==> src/rtl/muldiv_unit.sv <==
// Iterative RV32M multiply/divide unit: shift-add multiply and restoring divide
// over magnitudes, one bit per cycle, with start/busy/done handshake.
module muldiv_unit #(
  parameter int REG_WIDTH = 32
) (
  input  logic                 clk,
  input  logic                 reset_b,
  input  logic                 start,
  input  logic [2:0]           funct3,
  input  logic [REG_WIDTH-1:0] in1,
  input  logic [REG_WIDTH-1:0] in2,
  output logic                 busy,
  output logic                 done,
  output logic [REG_WIDTH-1:0] result
);

  localparam int CNT_W = $clog2(REG_WIDTH);
  localparam logic [REG_WIDTH-1:0] MIN_INT = {1'b1, {(REG_WIDTH-1){1'b0}}};

  typedef enum logic [1:0] {S_IDLE, S_CALC, S_DONE} state_t;

  state_t                 r_state;
  state_t                 w_state_nxt;
  logic                   r_busy;
  logic                   r_done;
  logic [CNT_W-1:0]       r_count;
  logic [REG_WIDTH-1:0]   r_result;

  logic [2:0]             r_op;
  logic [REG_WIDTH-1:0]   r_hi;
  logic [REG_WIDTH-1:0]   r_lo;
  logic [REG_WIDTH-1:0]   r_b;
  logic                   r_neg_q;
  logic                   r_neg_r;

  logic                   w_accept;
  logic                   w_last;
  logic                   w_is_div;
  logic                   w_a_signed;
  logic                   w_b_signed;
  logic                   w_a_neg;
  logic                   w_b_neg;
  logic [REG_WIDTH-1:0]   w_mag_a;
  logic [REG_WIDTH-1:0]   w_mag_b;
  logic                   w_div_zero;
  logic                   w_ovf;
  logic                   w_fast;
  logic [REG_WIDTH-1:0]   w_fast_res;

  logic [REG_WIDTH:0]     w_mul_sum;
  logic [REG_WIDTH:0]     w_div_sh;
  logic [REG_WIDTH:0]     w_div_diff;
  logic                   w_div_ge;
  logic [REG_WIDTH-1:0]   w_hi_nxt;
  logic [REG_WIDTH-1:0]   w_lo_nxt;
  logic [REG_WIDTH-1:0]   w_core_res;

  function automatic logic [REG_WIDTH-1:0] fix_sign(input logic [REG_WIDTH-1:0] v,
                                                    input logic neg);
    return neg ? (~v + {{(REG_WIDTH-1){1'b0}}, 1'b1}) : v;
  endfunction

  function automatic logic [2*REG_WIDTH-1:0] fix_sign_wide(input logic [2*REG_WIDTH-1:0] v,
                                                           input logic neg);
    return neg ? (~v + {{(2*REG_WIDTH-1){1'b0}}, 1'b1}) : v;
  endfunction

  assign busy   = r_busy;
  assign done   = r_done;
  assign result = r_result;

  // Acceptance: operand decode, magnitudes and fast-path detection
  assign w_accept   = start && (r_state != S_CALC);
  assign w_last     = (r_state == S_CALC) && (r_count == CNT_W'(REG_WIDTH-1));
  assign w_is_div   = funct3[2];
  assign w_a_signed = (funct3 == 3'b001) || (funct3 == 3'b010) ||
                      (funct3 == 3'b100) || (funct3 == 3'b110);
  assign w_b_signed = (funct3 == 3'b001) || (funct3 == 3'b100) || (funct3 == 3'b110);
  assign w_a_neg    = w_a_signed && in1[REG_WIDTH-1];
  assign w_b_neg    = w_b_signed && in2[REG_WIDTH-1];
  assign w_mag_a    = fix_sign(in1, w_a_neg);
  assign w_mag_b    = fix_sign(in2, w_b_neg);
  assign w_div_zero = w_is_div && (in2 == '0);
  assign w_ovf      = w_is_div && !funct3[0] && (in1 == MIN_INT) && (in2 == '1);
  assign w_fast     = w_div_zero || w_ovf;

  always_comb begin
    w_fast_res = '0;
    if (w_div_zero)
      w_fast_res = funct3[1] ? in1 : '1;
    else if (w_ovf)
      w_fast_res = funct3[1] ? '0 : in1;
  end

  // Iteration: {hi,lo} is the product register for multiply, {remainder,quotient} for divide
  assign w_mul_sum  = {1'b0, r_hi} + (r_lo[0] ? {1'b0, r_b} : {(REG_WIDTH+1){1'b0}});
  assign w_div_sh   = {r_hi, r_lo[REG_WIDTH-1]};
  assign w_div_diff = w_div_sh - {1'b0, r_b};
  assign w_div_ge   = !w_div_diff[REG_WIDTH];

  always_comb begin
    if (r_op[2]) begin
      w_hi_nxt = w_div_ge ? w_div_diff[REG_WIDTH-1:0] : w_div_sh[REG_WIDTH-1:0];
      w_lo_nxt = {r_lo[REG_WIDTH-2:0], w_div_ge};
    end else begin
      w_hi_nxt = w_mul_sum[REG_WIDTH:1];
      w_lo_nxt = {w_mul_sum[0], r_lo[REG_WIDTH-1:1]};
    end
  end

  always_comb begin
    logic [2*REG_WIDTH-1:0] w_prod;
    w_prod     = fix_sign_wide({w_hi_nxt, w_lo_nxt}, r_neg_q);
    w_core_res = '0;
    case (r_op)
      3'b000:         w_core_res = w_prod[REG_WIDTH-1:0];
      3'b100, 3'b101: w_core_res = fix_sign(w_lo_nxt, r_neg_q);
      3'b110, 3'b111: w_core_res = fix_sign(w_hi_nxt, r_neg_r);
      default:        w_core_res = w_prod[2*REG_WIDTH-1:REG_WIDTH];
    endcase
  end

  // Control FSM
  always_ff @(posedge clk or negedge reset_b) begin
    if (!reset_b) r_state <= S_IDLE;
    else          r_state <= w_state_nxt;
  end

  always_comb begin
    w_state_nxt = r_state;
    case (r_state)
      S_IDLE:  if (start) w_state_nxt = w_fast ? S_DONE : S_CALC;
      S_CALC:  if (w_last) w_state_nxt = S_DONE;
      S_DONE:  w_state_nxt = start ? (w_fast ? S_DONE : S_CALC) : S_IDLE;
      default: w_state_nxt = S_IDLE;
    endcase
  end

  always_ff @(posedge clk or negedge reset_b) begin
    if (!reset_b) begin
      r_busy   <= 1'b0;
      r_done   <= 1'b0;
      r_count  <= '0;
      r_result <= '0;
    end else begin
      r_busy <= (w_state_nxt == S_CALC);
      r_done <= (w_state_nxt == S_DONE);
      if (w_accept)
        r_count <= '0;
      else if (r_state == S_CALC)
        r_count <= r_count + CNT_W'(1);
      if (w_accept && w_fast)
        r_result <= w_fast_res;
      else if (w_last)
        r_result <= w_core_res;
    end
  end

  // Datapath registers: loaded on acceptance, stepped while calculating
  always_ff @(posedge clk) begin
    if (w_accept) begin
      r_op    <= funct3;
      r_hi    <= '0;
      r_lo    <= w_is_div ? w_mag_a : w_mag_b;
      r_b     <= w_is_div ? w_mag_b : w_mag_a;
      r_neg_q <= w_a_neg ^ w_b_neg;
      r_neg_r <= w_a_neg;
    end else if (r_state == S_CALC) begin
      r_hi <= w_hi_nxt;
      r_lo <= w_lo_nxt;
    end
  end

endmodule
==> config.mk <==
export PLATFORM = sky130hd
export DESIGN_NAME = muldiv_unit
export DESIGN_NICKNAME = d
export VERILOG_FILES = /design/src/rtl/muldiv_unit.sv
export SDC_FILE = /design/constraint.sdc
export NUM_CORES = 1
export LEC_CHECK = 0
export BUFFER_PORTS_ARGS = -buffer_cell sky130_fd_sc_hd__buf_4
export CAP_MARGIN = 0
export CORE_MARGIN = 2
export CORE_UTILIZATION = 45
export DETAILED_ROUTE_END_ITERATION = 12
export PLACE_DENSITY = 0.73
export SYNTH_ARGS = -nofsm -noshare
export SYNTH_HDL_FRONTEND = slang
export SYNTH_SLANG_ARGS = --single-unit
==> constraint.sdc <==
create_clock -name clk -period 12.6 [get_ports clk]
set_input_delay 2.52 -clock clk [delete_from_list [all_inputs] [get_ports clk]]
set_output_delay 2.52 -clock clk [all_outputs]
set_load 0.02 [all_outputs]
==> flow_metrics.tcl, run 1 <==
set metrics [dict create \
    outcome "finished, final reports clean" \
    hold_class "reg2reg" \
    holdPathEnd "result[19]$_DFFE_PN0P_" \
    track_usage 0.311 \
    antenna_found_initial 0 \
    worstHoldStart "result[19]$_DFFE_PN0P_" \
    ys_seq_elements 142 \
    r2r_end "result[26]$_DFFE_PN0P_" \
    p_leak_uw 0.00698 \
    area.growth.synth_to_final_pct 10.5 \
    routed_wl_um 56500 \
    holdPathStages 2 \
    peakVddDrop_v 0.000113 \
    internal_power_uw 2180 \
    fill_cells 3332 \
    p_clk_frac 0.115 \
    overflow 0 \
    yosys_warnings 0 \
    power_uw 4660 \
    grt_max_degree 83 \
    ant_nets 0 \
    tightest_slew_ns 1.23 \
    cts_hold_buffers 0 \
    port-buffer-count 103 \
    met1Wirelength_um 24000 \
    gp_congestion 0.938 \
    avgSynthCellArea_um2 7.83 \
    synth_nets 2127 \
    cts_tree "done" \
    p_switching_uw 2480 \
    routed-wl-met3_um 5230 \
    cts_root_buffer "clkbuf_16" \
    drc 0 \
    syn_inst 1984 \
    detail_route.wl_per_cell_um 22.8 \
    cts_setup_buffers 0 \
    slew_violations 0 \
    finalHoldViolCount 0 \
    cp-end-kind "flip-flop" \
    clk_latency_ns 0.45 \
    grt_pass1_wl_um 87100 \
    synth_area_um2 15500 \
    numCtsBuffers 17 \
    initial_core_util 0.453 \
    core_um2 34300 \
    ys.flop_type "edfxtp_1" \
    first_global_vias 15271 \
    reg2reg_from "r_lo[31]$_DFFE_PP_" \
    firstDrtPassIters 8 \
    top_layer "met4" \
    met2_length_um 25400 \
    start_kind "input port" \
    setup_viol 0 \
    dp_hpwl_um 44100 \
    p_seq_frac 0.194 \
    p_comb_frac 0.691 \
    seq_area_frac_synth 0.241 \
    vias 15945 \
    crit_type "in2reg" \
    switching_share 0.532 \
    min_period_ns 6.93 \
    reg2reg_slack_ns 6.03 \
    arrival_ns 7.31 \
    async_flop_share 0.289 \
    cts.clk_slew.worst_paths_ns 0.07 \
    ctsLongestPathBuffers 2 \
    die_w_um 190 \
    period_share 0.550 \
    antenna_cells 0 \
    power_density_nw_per_um2 271 \
    placement_rows 68 \
    synth_cell_types 95 \
    design.die.area_um2 36000 \
    final_nets 2153 \
    reg2regPathDepth 22 \
    required_ns 12.99 \
    io_pins 104 \
    fin_tns_setup_ns 0 \
    routed_via_density 6.43 \
    drive_gt1_frac 0.104 \
    clock_skew_ns 0.0105 \
    relSlewSlack 0.183 \
    drv_cap 0 \
    dieHeight_um 190 \
    drtIter0Drc 1811 \
    max_freq_mhz 144 \
    htree_levels 4 \
    cts_resized 0 \
    final_util 0.501 \
    synth_edf_count 69 \
    path_max_fanout 31 \
    clock-sinks 142 \
    rsz0062_at_grt "no" \
]
[sequential cells by signal, summed over array words and instances, names as in the netlist]
name / flops
r_b: 32
r_hi: 32
r_lo: 32
result: 32
r_count: 5
r_op: 3
r_state: 2
busy: 1
done: 1
r_neg_q: 1
r_neg_r: 1
[cell usage in the layout, fill, tap and decap left out, drive strengths merged, types with 10 or more instances in the layout]
master / netlist / final
a21oi: 141 / 141
inv: 68 / 70
mux2i: 102 / 102
dfxtp: 32 / 32
dfrtp: 41 / 41
a221oi: 14 / 14
clkbuf: 89 / 19
o41ai: 11 / 11
a222oi: 12 / 12
o21a: 14 / 14
a21o: 26 / 26
a31oi: 30 / 30
nand3: 47 / 47
nor3: 52 / 52
or3: 24 / 24
o21ai: 182 / 182
and2: 47 / 47
o22ai: 16 / 16
nor2: 154 / 154
nand2: 202 / 202
nor4: 18 / 18
buf: 25 / 121
xor2: 87 / 87
ha: 71 / 71
nand4: 35 / 35
o211ai: 38 / 38
o21bai: 10 / 10
nor2b: 15 / 15
a22o: 12 / 12
edfxtp: 69 / 69
xnor2: 104 / 104
or4: 11 / 11
and3: 19 / 19
a211oi: 14 / 14
nand2b: 17 / 17
o31ai: 19 / 19
nand3b: 15 / 15
[per-stage QoR]
step                      std cells  hold slack, ns  cell area, µm²  setup slack, ns
final                          2478           0.505           17200             5.67
after global routing           2478           0.532           17200             5.28
after CTS                      2478           0.500           17200             5.75
after detailed placement       2446           0.486           16600             5.30
after global placement         2446           0.464           16600             5.50
after floorplan                1984           0.442           15500             6.76
[area by class of cell]
class / instances / area, µm² / area share
repair buffers: 121 / 908 / 0.0529
multi-input cells: 1660 / 11100 / 0.646
flip-flops and latches: 142 / 3740 / 0.218
clock inverters: 13 / 164 / 0.00955
clock buffers: 19 / 443 / 0.0258
inverters: 68 / 255 / 0.0149
well taps: 455 / 569 / 0.0332
[worst max-delay path by stage]
stage | slack [ns] | from | endpoint
3_3_place_gp | 5.50 | in1[0] | result[1]$_DFFE_PN0P_
2_1_floorplan | 6.76 | in2[0] | result[1]$_DFFE_PN0P_
3_5_place_dp | 5.30 | in1[0] | result[1]$_DFFE_PN0P_
5_1_grt | 5.28 | in1[0] | result[1]$_DFFE_PN0P_
4_1_cts | 5.75 | in1[0] | result[1]$_DFFE_PN0P_
6_report | 5.67 | in1[0] | result[1]$_DFFE_PN0P_
[power by group through the flow]
stage | Clock [µW] | Sequential, µW | Combinational, µW
global placement | 0 | 896 | 3060
detailed placement | 0 | 899 | 3110
CTS | 534 | 892 | 3130
floorplan | 0 | 839 | 2270
finish | 537 | 903 | 3220
global route | 558 | 921 | 3480
[metal layers]
layer	GRT usage	up-vias
li1	-	7391
met5	0	-
met4	0.112	0
met1	0.419	7594
met3	0.0522	107
met2	0.502	853
[cell usage after synthesis, drive strengths merged, types with 8 or more instances]
cell type / number / area share
nand4: 35 / 0.014
o41ai: 11 / 0.0067
o211ai: 38 / 0.019
nand2b: 17 / 0.0068
o21a: 14 / 0.0068
nor4: 18 / 0.0085
and2: 47 / 0.019
and3: 19 / 0.0076
a222oi: 12 / 0.0077
o21ai: 182 / 0.060
clkbuf: 89 / 0.022
a221oi: 14 / 0.0079
a21o: 26 / 0.013
edfxtp: 69 / 0.13
buf: 25 / 0.0082
xnor2: 104 / 0.059
dfrtp: 41 / 0.066
o31ai: 19 / 0.0092
o22ai: 16 / 0.0064
or3: 24 / 0.0097
a211oi: 14 / 0.0074
a31oi: 30 / 0.012
nand3b: 15 / 0.0081
or2: 9 / 0.0036
xor2: 87 / 0.049
mux2i: 102 / 0.066
nand3: 47 / 0.016
nor2b: 15 / 0.0065
nor2: 154 / 0.038
ha: 71 / 0.057
inv: 68 / 0.016
o21bai: 10 / 0.0048
a22o: 12 / 0.0068
or4: 11 / 0.0058
a21oi: 141 / 0.046
nor3: 52 / 0.018
dfxtp: 32 / 0.041
nand2: 202 / 0.049
and4: 8 / 0.0045
o211a: 9 / 0.0068
[critical path, stage by stage]
cell and delay [ns]:
buf_4 0.15, inv_1 0.08, ha_1 0.17, nand2_1 0.07, or3_1 0.35, or2_2 0.34, or3_1 0.37, nor3_1 0.33
nand2_1 0.11, nor4_1 0.65, a21boi_1 0.31, nand2b_1 0.34, a21oi_2 0.92, o21ai_0 0.26, o211ai_1 0.18, o21a_1 0.14
[cell families after synthesis]
logic type / count (synthesis) / share of synthesized area
buffers and inverters: 182 / 0.0462
adders and majority gates: 73 / 0.0597
AOI/OAI and AO/OA: 602 / 0.254
muxes: 108 / 0.0700
and+or+nand+nor: 686 / 0.222
xor gates and xnor gates: 191 / 0.108
DFF: 142 / 0.241
Power figures use the tool's default switching activity.
==> run 2, diff against run 1 <==
--- a/config.mk
+++ b/config.mk
@@ -5,6 +5,7 @@
 export SDC_FILE = /design/constraint.sdc
 export NUM_CORES = 1
 export LEC_CHECK = 0
+export ABC_AREA = 1
 export BUFFER_PORTS_ARGS = -buffer_cell sky130_fd_sc_hd__buf_4
 export CAP_MARGIN = 0
 export CORE_MARGIN = 2
==> constraint.sdc (replaced) <==
create_clock -name clk -period 7.08 [get_ports clk]
set_input_delay 1.416 -clock clk [delete_from_list [all_inputs] [get_ports clk]]
set_output_delay 1.416 -clock clk [all_outputs]
set_load 0.02 [all_outputs]
==> run 2 against run 1 <==
  * Register-to-register slack worse by 4.0 ns
  * Clock skew increased by 0.0079 ns
  * Cell count is 44% higher
  * Sequential power grew 72%
  * Synthesized area up 12%
  * Critical path depth up 15
  * Global-route usage increased by 9.1 points
  * Die area up 12%
  * Clock power up 75%
  * Core utilization is 0.21 points lower
==> flow_metrics.tcl, run 2 <==
set metrics [dict create \
    slowest_delay_ns 0.44 \
    setup_slack_ns 2.00 \
    switching_share 0.604 \
    async_flop_share 0.289 \
    synth_compound_area_frac 0.146 \
    htree_levels 4 \
    vias 20612 \
    worst_path_most_repeated_cell "nand2_1" \
    start_kind "flip-flop" \
    grt_max_degree 72 \
    synth_top_family_by_area "simple AND/OR/NAND/NOR gates" \
    gp_congestion 1.07 \
    slew_violations 0 \
    p_clk_frac 0.105 \
    grt_pass1_wl_um 121000 \
    p_seq_frac 0.172 \
    setup_viol 0 \
    mostFrequentLayoutCell "nand2_1" \
    p_leak_uw 0.00999 \
    cp-end-kind "flip-flop" \
    final_nets 3182 \
    cts.clk_slew.worst_paths_ns 0.08 \
    period_share 0.717 \
    dpl_cell_area_um2 18600 \
    avgSynthCellArea_um2 5.84 \
    preCtsSetupSlack_ns 1.91 \
    drc 0 \
    outcome "finished, final reports clean" \
    drtIter0Drc 2467 \
    clk_latency_ns 0.48 \
    tightest_slew_ns 1.13 \
    synth_nets 3130 \
    relSlewSlack 0.239 \
    design.die.area_um2 40400 \
    r2r_end "result[14]$_DFFE_PN0P_" \
    cts_setup_buffers 0 \
    power_density_nw_per_um2 469 \
    io_pins 104 \
    ys_seq_elements 142 \
    final_cell_mix "nand2_1, inv_1, nand3_1" \
    dieHeight_um 201 \
    port-buffer-count 103 \
    syn_inst 2987 \
    arrival_ns 5.50 \
    final_area_um2 19200 \
    detail_route.wl_per_cell_um 22.9 \
    synth_cell_types 60 \
    reg2reg_slack_ns 2.00 \
    cts_root_buffer "clkbuf_16" \
    synth_area_um2 17500 \
    cts_hold_buffers 0 \
    drv_cap 0 \
    routed_via_density 5.77 \
    finalHoldViolCount 0 \
    p_switching_uw 5440 \
    required_ns 7.50 \
    synth-xor-area-share 0.0482 \
    track_usage 0.402 \
    p_comb_frac 0.723 \
    reg2regPathDepth 31 \
    core_um2 38500 \
    synth-adder-area-share 0.0532 \
    initial_core_util 0.454 \
    final_util 0.499 \
    reg2reg_from "r_lo[31]$_DFFE_PP_" \
    cts_resized 0 \
    overflow 0 \
    peakVddDrop_v 0.000223 \
    path_max_fanout 8 \
    hold_class "reg2reg" \
    ctsLongestPathBuffers 2 \
    holdPathStages 1 \
    placement_rows 72 \
    drive_gt1_frac 0.0842 \
    rsz0062_at_grt "no" \
    synth_common_cells "nand2_1, inv_1, nand3_1, nor2_1, o21ai_0" \
    yosys.area_share.simple 0.406 \
    cts_tree "done" \
    first_global_vias 19323 \
    worstHoldStart "r_count[3]$_DFFE_PN0P_" \
    synth_top_area_frac 0.194 \
    ant_nets 0 \
    post-synth-top-count-cell "nand2_1" \
    seq_area_frac_synth 0.214 \
    ys.flop_type "edfxtp_1" \
    yosys_warnings 0 \
    fin_tns_setup_ns 0 \
    synthMuxAreaShare 0 \
    yosys.area.top_type "nand2_1" \
    firstDrtPassIters 6 \
    die_w_um 201 \
    internal_power_uw 3560 \
    numCtsBuffers 17 \
    clock-sinks 142 \
    synth_edf_count 69 \
    crit_type "reg2reg" \
    area.growth.synth_to_final_pct 9.89 \
    synthTopCellsByArea "nand2_1, edfxtp_1, inv_1, nand3_1, dfrtp_1" \
    holdPathEnd "r_count[3]$_DFFE_PN0P_" \
    max_freq_mhz 197 \
    clock_skew_ns 0.0184 \
    routed_wl_um 81900 \
    crit_slowest_cell "nor3b_2" \
    antenna_found_initial 5 \
    min_period_ns 5.08 \
    dp_hpwl_um 67400 \
]
run 2: per-stage QoR:
step	power [µW]	hold slack (ns)	instances
floorplan	5680	0.450	2987
finish	9000	0.503	3571
global route	9610	0.537	3570
global placement	7840	0.475	3538
detailed placement	7840	0.491	3538
CTS	8810	0.505	3570
run 2: how the worst max path moves through the flow:
stage	start	endpoint	slack, ns
after global placement	in1[0]	result[11]$_DFFE_PN0P_	1.93
after detailed placement	in1[0]	result[11]$_DFFE_PN0P_	1.91
after floorplan	r_b[0]$_DFFE_PP_	result[10]$_DFFE_PN0P_	3.15
after CTS	r_lo[31]$_DFFE_PP_	result[18]$_DFFE_PN0P_	2.14
after global routing	r_b[0]$_DFFE_PP_	result[0]$_DFFE_PN0P_	1.56
final	r_lo[31]$_DFFE_PP_	result[14]$_DFFE_PN0P_	2.00
run 2: worst max-delay path, delay by kind of cell, from the launching register on:
family / cells / cell delay, ns
adder cells (fa/ha/maj): 3 / 0.82
AND/OR/NAND/NOR: 23 / 2.95
AO/OA/AOI/OAI: 1 / 0.23
XOR/XNOR: 1 / 0.35
flip-flops: 1 / 0.33
buffers and inverters: 3 / 0.30
run 2: cell type report:
type | count | area, µm²
antenna | 1 | 2.50
clock buffer | 19 | 443
clock inverter | 13 | 130
fill | 4200 | 19300
inverter | 499 | 1870
multi-input combinational | 2256 | 11400
sequential | 142 | 3740
tap | 518 | 648
timing repair buffer | 123 | 923
run 2: cells by family after synthesis:
kind of cell | Yosys count
and+or+nand+nor | 1641
xor gates and xnor gates | 96
buffers and inverters | 589
adders and majority gates | 73
DFF | 142
AOI/OAI and AO/OA | 446
run 2: power groups by stage:
stage	Sequential, µW	Clock (µW)	Combinational, µW
after global placement	1540	0	6300
final	1550	942	6510
after floorplan	1500	0	4180
after CTS	1530	943	6330
after detailed placement	1540	0	6300
after global routing	1570	965	7080
run 2: routing by layer:
metal	global-route usage	wire, µm
met2	0.643	36300
met4	0.262	5870
met1	0.495	32200
met3	0.0773	7600
met5	0	13
